**src/rtl/seven_seg_scan.sv**
```systemverilog
`timescale 1ns / 1ps
// Time-multiplexed driver for an eight-digit common-anode seven-segment display.
// Inputs are snapshotted once per frame; each digit slot opens with a blanking gap.
module seven_seg_scan #(
  parameter int DIGIT_CYCLES = 100000,
  parameter int BLANK_CYCLES = 1000,
  parameter int LZB          = 1
) (
  input  logic        clk,
  input  logic        reset_n,
  input  logic [31:0] bcd_digits,
  input  logic [7:0]  dp_mask,
  input  logic        enable,
  output logic [7:0]  SevenSegAn,
  output logic [6:0]  SevenSegCat,
  output logic        dp,
  output logic [2:0]  digit_idx,
  output logic        frame_tick
);

  localparam int             CW        = $clog2(DIGIT_CYCLES);
  localparam logic [CW-1:0]  CNT_LAST  = CW'(DIGIT_CYCLES - 1);
  localparam logic [CW-1:0]  CNT_DRIVE = CW'(BLANK_CYCLES);
  localparam logic [6:0]     CAT_OFF   = 7'h7F;
  localparam logic [7:0]     AN_OFF    = 8'hFF;

  typedef enum logic {
    ST_BLANK = 1'b0,
    ST_DRIVE = 1'b1
  } state_e;

  state_e        state_q, state_d;
  logic          run_q;
  logic [CW-1:0] cnt_q, cnt_d;
  logic [2:0]    idx_q, idx_d;
  logic          frame_start;

  logic [31:0]   snap_digits_q;
  logic [7:0]    snap_dp_q;
  logic [7:0]    lz_blank;

  logic [7:0]    an_q, an_d;
  logic [6:0]    cat_q, cat_d;
  logic          dp_q, dp_d;
  logic          frame_tick_q;

  // Active-low glyphs ordered {g,f,e,d,c,b,a}; non-decimal codes go dark.
  function automatic logic [6:0] decode(input logic [3:0] bcd);
    logic [6:0] seg;
    case (bcd)
      4'd0:    seg = 7'h40;
      4'd1:    seg = 7'h79;
      4'd2:    seg = 7'h24;
      4'd3:    seg = 7'h30;
      4'd4:    seg = 7'h19;
      4'd5:    seg = 7'h12;
      4'd6:    seg = 7'h02;
      4'd7:    seg = 7'h78;
      4'd8:    seg = 7'h00;
      4'd9:    seg = 7'h10;
      default: seg = CAT_OFF;
    endcase
    return seg;
  endfunction

  // cnt_q/idx_q describe the slot position visible in the current cycle.
  // Out of reset the first edge lands on position (0,0) rather than advancing.
  always_comb begin
    // NOTE: every combinational output gets a default first so no path leaves it unassigned (no latch).
    cnt_d = cnt_q;
    idx_d = idx_q;
    if (!run_q) begin
      cnt_d = '0;
      idx_d = '0;
    end else if (cnt_q == CNT_LAST) begin
      cnt_d = '0;
      idx_d = idx_q + 3'd1;
    end else begin
      cnt_d = cnt_q + CW'(1);
    end
  end

  assign frame_start = (cnt_d == '0) && (idx_d == '0);

  // State register.
  always_ff @(posedge clk) begin
    // NOTE: sequential state uses non-blocking assignments so all registers update from pre-edge values.
    if (!reset_n) begin
      state_q <= ST_BLANK;
    end else begin
      state_q <= state_d;
    end
  end

  // Next-state logic: BLANK until cnt reaches BLANK_CYCLES, DRIVE until the slot wraps.
  always_comb begin
    state_d = state_q;
    case (state_q)
      ST_BLANK: if (cnt_d == CNT_DRIVE) state_d = ST_DRIVE;
      ST_DRIVE: if (cnt_d == '0)        state_d = ST_BLANK;
    endcase
    if (!run_q) state_d = ST_BLANK;
  end

  // Leading-zero mask: digit i is dark when it and everything left of it is zero with no dp.
  always_comb begin
    logic zero_above;
    lz_blank   = '0;
    zero_above = 1'b1;
    for (int i = 7; i >= 1; i--) begin
      zero_above  = zero_above && (snap_digits_q[4*i +: 4] == 4'd0) && !snap_dp_q[i];
      lz_blank[i] = zero_above && (LZB == 1);
    end
  end

  // Output logic, computed for the cycle the next edge enters so the outputs register with no lag.
  // BLANK_CYCLES >= 1 guarantees the snapshot has settled before any DRIVE cycle reads it.
  always_comb begin
    an_d  = AN_OFF;
    cat_d = CAT_OFF;
    dp_d  = 1'b1;
    if (state_d == ST_DRIVE) begin
      if (enable) begin
        an_d = ~(8'd1 << idx_d);
      end
      if (!lz_blank[idx_d]) begin
        cat_d = decode(snap_digits_q[{idx_d, 2'b00} +: 4]);
        dp_d  = ~snap_dp_q[idx_d];
      end
    end
  end

  always_ff @(posedge clk) begin
    if (!reset_n) begin
      run_q         <= 1'b0;
      cnt_q         <= '0;
      idx_q         <= '0;
      // NOTE: the snapshot is a handful of flops, not a RAM, so clearing it on reset is cheap and defined.
      snap_digits_q <= '0;
      snap_dp_q     <= '0;
      an_q          <= AN_OFF;
      cat_q         <= CAT_OFF;
      dp_q          <= 1'b1;
      frame_tick_q  <= 1'b0;
    end else begin
      run_q        <= 1'b1;
      cnt_q        <= cnt_d;
      idx_q        <= idx_d;
      an_q         <= an_d;
      cat_q        <= cat_d;
      dp_q         <= dp_d;
      frame_tick_q <= frame_start;
      if (frame_start) begin
        snap_digits_q <= bcd_digits;
        snap_dp_q     <= dp_mask;
      end
    end
  end

  assign SevenSegAn  = an_q;
  assign SevenSegCat = cat_q;
  assign dp          = dp_q;
  assign digit_idx   = idx_q;
  assign frame_tick  = frame_tick_q;

endmodule
```
**config.mk**
```make
export PLATFORM = sky130hd
export DESIGN_NAME = seven_seg_scan
export DESIGN_NICKNAME = d
export VERILOG_FILES = /design/src/rtl/seven_seg_scan.sv
export SDC_FILE = /design/constraint.sdc
export NUM_CORES = 1
export LEC_CHECK = 0
export CAP_MARGIN = 0
export CORE_MARGIN = 10
export CORE_UTILIZATION = 40
export DETAILED_ROUTE_END_ITERATION = 7
export GPL_TIMING_DRIVEN = 1
export PLACE_DENSITY = 0.59
export SLEW_MARGIN = 20
export SYNTH_ARGS = -nofsm -noshare
export SYNTH_HDL_FRONTEND = slang
export SYNTH_SLANG_ARGS = --single-unit
```
**constraint.sdc**
```tcl
create_clock -name clk -period 5.1 [get_ports clk]
set_input_delay 0.51 -clock clk [delete_from_list [all_inputs] [get_ports clk]]
set_output_delay 0.51 -clock clk [all_outputs]
set_load 0.05 [all_outputs]
```
# Word-level counts from Yosys, hierarchy flattened
# Memory sizes are Yosys's and may differ from the RTL's. A register that Yosys moved wholly into a read port is not among the register bits.
# Cells that the tools add are included.
# classes
n_addsub	2
n_mul	0
div_mod_pow	0
order_cmp	1
n_eq_ne	2
shifts	2
n_mux	13
n_bitwise	5
n_reduce_logical	32
# ops
operator	count
17-bit two-way mux	2
32-bit by 6-bit indexed part select with 4-bit output	1
4-bit logical NOT	7
17-bit by 1-bit adder with 17-bit output (second input constant)	1
17-bit by 10-bit equality test with 1-bit output (second input constant)	1
17-bit equality test (second input constant)	1
17-bit logical NOT	1
1-bit logical AND	14
8-bit inverter	1
1-bit by 3-bit << shifter with 8-bit output (first input constant)	1
1-bit logical NOT	7
1-bit binary-select mux with 3-bit select	2
1-bit two-way mux	6
3-bit two-way mux	2
3-bit by 4-bit < comparator with 1-bit output (second input constant)	1
1-bit inverter	4
3-bit by 1-bit adder with 3-bit output (second input constant)	1
3-bit logical NOT	1
3-bit AND reduction	1
3-bit OR reduction	1
1-bit case mux with 2 select lines	1
# totals
register_bits	72
latchBits	0
ramBits	0
rom_bits	112
output_inout_bits	20
wordCells	67
n_memories	1
# memory_table
name	depth	width	rd	rd_clocked_by_memory_dff	wr	line	source
(name not given)	16	7	1	1	0	50	case (bcd)

# Logic depth before layout (Yosys ltp)
# logic_depth
depth_word	17
depth_mapped	14

# Worst setup path before layout
# OpenSTA, ideal clock, no wires.
# synth_path
path_kind	register -> register
start	register cnt_q[0]
end	register cat_q[6], in the netlist SevenSegCat[6]
setup_ns	0.114
arrival_time_ns	3.130
setup_slack_ns	1.855
path_stages_with_launch	14
period_less_slack_ns	3.245
path_cell_list	dfxtp_1 -> ha_1 -> nand4_1 -> or4b_1 -> buf_2 -> or4_4 -> a21oi_4 -> buf_2 -> a32o_1 -> inv_1 -> ha_1 -> nor3_1 -> o21ai_0 -> a21o_1
# synth_via
elab_chain_len	9
word_cells_on_any_way	17
classes_between	add/sub: 1; eq/ne: 2; shift: 1; mux: 10; bitwise: 1; reduce/logical: 2
# synth_rtl
item	line	source
from (decl)	34	logic [CW-1:0] cnt_q, cnt_d;
from (signal assigned)	147	cnt_q <= cnt_d;
17-bit by 1-bit adder with 17-bit output or 17-bit equality test (tied branches)	79, 75	
17-bit two-way mux	75	end else if (cnt_q == CNT_LAST) begin
17-bit two-way mux	72	if (!run_q) begin
17-bit by 10-bit equality test with 1-bit output or 17-bit logical NOT (tied branches)	99, 100	
1-bit two-way mux (on tied branches)	99, 100	
1-bit case mux with 2 select lines	98	case (state_q)
1-bit two-way mux	102	if (!run_q) state_d = ST_BLANK;
1-bit inverter (no line)	--	
3-bit OR reduction (no line)	--	
to (decl)	43	logic [6:0] cat_q, cat_d;
# Several ways; a longest one is shown, not always the timed one. The select of a mux whose other input is x is not followed.
# A chain may end at the register's enable or synchronous reset.

# Final worst setup path
# layout_path
start	register cnt_q[9]
end	register cat_q[5], in the netlist SevenSegCat[5]
# Same word-level chain as after synthesis.

==> results.md <==
Synth:
- In this run, synthesis produced a sequential element count of just under 80.
- Of the total synthesized cell area, the portion taken by full adders, half adders and majority gates is 0.0228.
- The most used flip-flop cell after synthesis is sky130_fd_sc_hd__dfxtp_1.
- For this run, the register share of the synthesized area comes to 0.412.
- The largest family of logic cells by synthesized area is simple AND/OR/NAND/NOR gates.
- The portion of netlist area occupied by mux cells is 0.0104.
- The xor/xnor share of the synthesized area is 0.0388.
- The synthesized netlist occupies a cell area of 0.00384 mm2.
- The number of enable flip-flop cells after synthesis is 0.
- The count of unique library cells instantiated by Yosys is 63.
- When the netlist entered floorplanning its net count stood at between 500 and 600.
- The area fraction in compound gates after synthesis came to 0.186.
- The cell count after synthesis came out at 467.
- The post-synthesis cell type with the largest combined area is sky130_fd_sc_hd__dfxtp_1.
- The share of synthesized area in the top cell type comes to 0.412.
- The basic-gate share of the synthesized area counting and, or, nand and nor cells is 0.283.
- Yosys attributes the largest share of cell area to sky130_fd_sc_hd__dfxtp_1, sky130_fd_sc_hd__nand3_1, sky130_fd_sc_hd__nand2_1.
- The synthesized area per cell is 8.22 um2.
- Counting flops with an async set or reset pin after synthesis yields a share of 0.
- The number of warning messages in the yosys log is 0.

Place:
- The number of buffers added on ports is between 60 and 70.
- Counting tap cells, the placed design contains a total of about 630 instances.
- The congestion estimate from routability-driven global placement came to ~0.85.
- Summing all placed instances gives a cell area of 0.00449 mm2.
- The estimated wirelength of the detail-placed design is approximately 7500 um.

GRT:
- The via count of the first global-routing pass came to 3,277.
- The total congestion overflow is 0.
- The total track usage is 0.143.
- The first-pass GRT wire length is 16,700 um.
- The number of antenna violations at the first check in global routing is 0.
- Entering global routing, the biggest net connects 85 pins.

Route:
- The via total after detailed routing is between 3,000 and 4,000.
- The number of iterations in the first detailed-routing pass is 5.
- The detail route stage leaves a number of antenna-violating nets equal to 0.
- Dividing the detail-routed via count by the number of cells gives around 5.5.
- Summed over all layers, the routed wires come to around 10,000 um.
- The iteration-0 DRC count of the detailed router is 266.
- The final routed DRC violation total is 0.
- The mean routed wirelength per cell is about 16 um.

Floorplan:
- The full die area is between 0.01 and 0.015 mm2.
- The initial core utilization is 0.413.
- From left edge to right edge, the die measures roughly 120 um.
- In this run the core area contains 35 standard-cell rows.
- The core region is 0.00928 mm2.
- The die is ~120 um tall.
- 63 I/O pins were placed.

Power and ir drop:
- Power spread over the standard cell area amounts to ~270 mW/mm2.
- IR analysis of the VDD net gives a maximum drop of 0.119 mV.
- The sequential power share is 0.535.
- Internal power comes to 934 uW.
- The switching power summed over all nets is around 300 uW.
- The portion of total power attributed to the clock network is 0.364.
- Of the total power, the share spent switching nets is 0.247.
- The share of total power in combinational logic is 0.101.
- Summed over all cells, the static leakage comes to ~0.0017 uW.

Final layout:
- The most common library cell in the layout ignoring fill and taps is sky130_fd_sc_hd__dfxtp_1.
- The count of cells in the finished layout, fillers not included, comes to between 600 and 700.
- The signed area change from the synthesized netlist to the final layout is 21.8%.
- In the final layout, the share of cells above drive strength 1 is 0.0626.
- 0 antenna diodes ended up in the layout.
- In the layout the commonest cells are sky130_fd_sc_hd__dfxtp_1, sky130_fd_sc_hd__nand2_1, sky130_fd_sc_hd__clkdlybuf4s50_1, sky130_fd_sc_hd__nand3_1, sky130_fd_sc_hd__o21ai_0.
- In the final design database the tool counted between 500 and 600 nets.
- The area of all placed cells without fillers is roughly 0.0047 mm2.
- After filler insertion, the fill cell instance count of the layout stands at ~900.

Setup path:
- The biggest cell delay along the critical path is between 700 and 800 ps.
- The master of the slowest instance on the critical path is sky130_fd_sc_hd__a21oi_1.
- The class of the most critical setup path is flip-flop to flip-flop.
- The data required time at the worst endpoint is ~5400 ps.
- STA classifies the critical path endpoint as a flip-flop.
- Data on the critical path arrives at its endpoint at between 4000 and 5000 ps.
- The setup check on the worst reg-to-reg path leaves a slack of 1160 ps.
- Traced cell by cell, the critical path runs through nand4b_2, or4b_1, or4_1, a21oi_1, a222oi_1, a32o_1, ha_1, a21boi_0, o21ai_0, a21o_1.
- The critical path launch point type is a flip-flop.
- The top fanout value on the critical path is 11.

Clock network:
- Buffers inserted during clock tree synthesis total 9.
- The clock slew at the register clock pins of the worst setup and hold paths is around 80 ps.
- After clock tree synthesis, the setup repair step added 0 buffers.
- The H-tree was split into 3 levels.
- The clock net in this run drives a total of 79 sinks.
- The TritonCTS clock tree is done.
- For this design, the CTS-stage hold fixing added 0 buffers.
- Clock tree synthesis selected as its root buffer the cell sky130_fd_sc_hd__clkbuf_8.
- The longest clock path from root to sink contains 2 buffers.
- The number of gates resized after CTS was 0.
- At the later pin of the worst-skew pair, clock insertion delay measures 350 ps.

Timing:
- The slew at the pin with the worst max-slew slack is 941 ps.
- The final count of hold timing violations is 0.
- Setup repair after global routing left no endpoint under its margin.
- In the finished design, the share of the clock period the worst path needs comes to 0.772.
- The minimum hold slack is approximately 450 ps.
- The final count of pins violating max slew is 0.
- The final critical delay including setup and external delays is 3940 ps.
- The setup clock skew after layout is approximately 11 ps.
- The setup TNS is 0 ps.
- The setup violation total in the final timing report is 0.
- In this run the tightest slew margin relative to its limit is 0.368.
- The maximum clock frequency is between 200 and 300 MHz.

Outcome:
- The run finished with clean final reports.

Hold path:
- The tightest min-delay check is of the flip-flop to flip-flop type.

Job:
- The number of max-capacitance violations reported is 0.
[layer usage]
metal	GRT usage	wire, um	vias to the layer above
met5	0	0	-
met2	0.203	4360	120
met4	0.0417	140	0
met1	0.199	4790	1624
met3	0.0460	749	15
li1	-	-	1784
[path summary, 6_finish.rpt]
kind	start	to	cells after the start
min	snap_digits_q[1]	snap_digits_q[1]	2
max reg2reg	cnt_q[9]	SevenSegCat[5]	10
min reg2reg	snap_digits_q[1]	snap_digits_q[1]	2
max	cnt_q[9]	SevenSegCat[5]	10
[state kept, by name, summed over array words and instances, names as in the netlist]
| signal | cells |
|---|---|
| SevenSegAn | 8 |
| SevenSegCat | 7 |
| cnt_q | 17 |
| digit_idx | 3 |
| dp | 1 |
| frame_tick | 1 |
| run_q | 1 |
| snap_digits_q | 32 |
| snap_dp_q | 8 |
| state_q | 1 |
[synthesized netlist by cell type (all sizes together) (3+ instances only)]
library cell / instances
xor2: 5
a31o: 5
and4: 7
nand2b: 3
a222oi: 7
a21boi: 3
mux2i: 4
or3: 3
buf: 11
dfxtp: 79
and3: 6
nor3: 7
nand2: 61
or4: 7
and2: 8
nand3: 61
o21ai: 47
xnor2: 12
nand4: 9
a21o: 5
clkbuf: 23
ha: 7
inv: 8
nor4: 3
nor2: 31
a21oi: 12
[critical path, delay by kind of cell, from the launching register on]
kind / cells / cell delay (ps)
flip-flops: 1 / 530
adder cells (fa/ha/maj): 1 / 210
AO/OA/AOI/OAI: 6 / 1800
AND/OR/NAND/NOR: 3 / 1340
[final cells by class]
cell class              count  area, um2  share of cell area
multi-input cells         346       2090               0.446
well taps                 129        161              0.0345
repair buffers             64        631               0.135
clock buffers              10        138              0.0294
flip-flops and latches     79       1580               0.338
clock inverters             4       47.5              0.0102
inverters                   8       30.0             0.00642
[per-stage QoR]
step,power [uW],util,setup slack [ps]
3_5_place_dp,803,0.484,1220
3_3_place_gp,802,0.484,1330
2_1_floorplan,745,-,1860
6_report,1240,0.504,1160
5_1_grt,1300,0.504,843
4_1_cts,1250,0.504,1170
[cell families after synthesis]
group,Yosys count
muxes,4
DFF,79
xor gates and xnor gates,17
adders and majority gates,7
and+or+nand+nor,213
AOI/OAI and AO/OA,105
buffers and inverters,42
[power groups by stage]
stage,Sequential (uW),Clock [uW],Combinational [uW]
after floorplan,669,0,76.7
after global placement,678,0,123
after detailed placement,678,0,125
after CTS,663,460,126
after global routing,666,488,142
final,664,452,125
(Power assumes the default switching activity.)
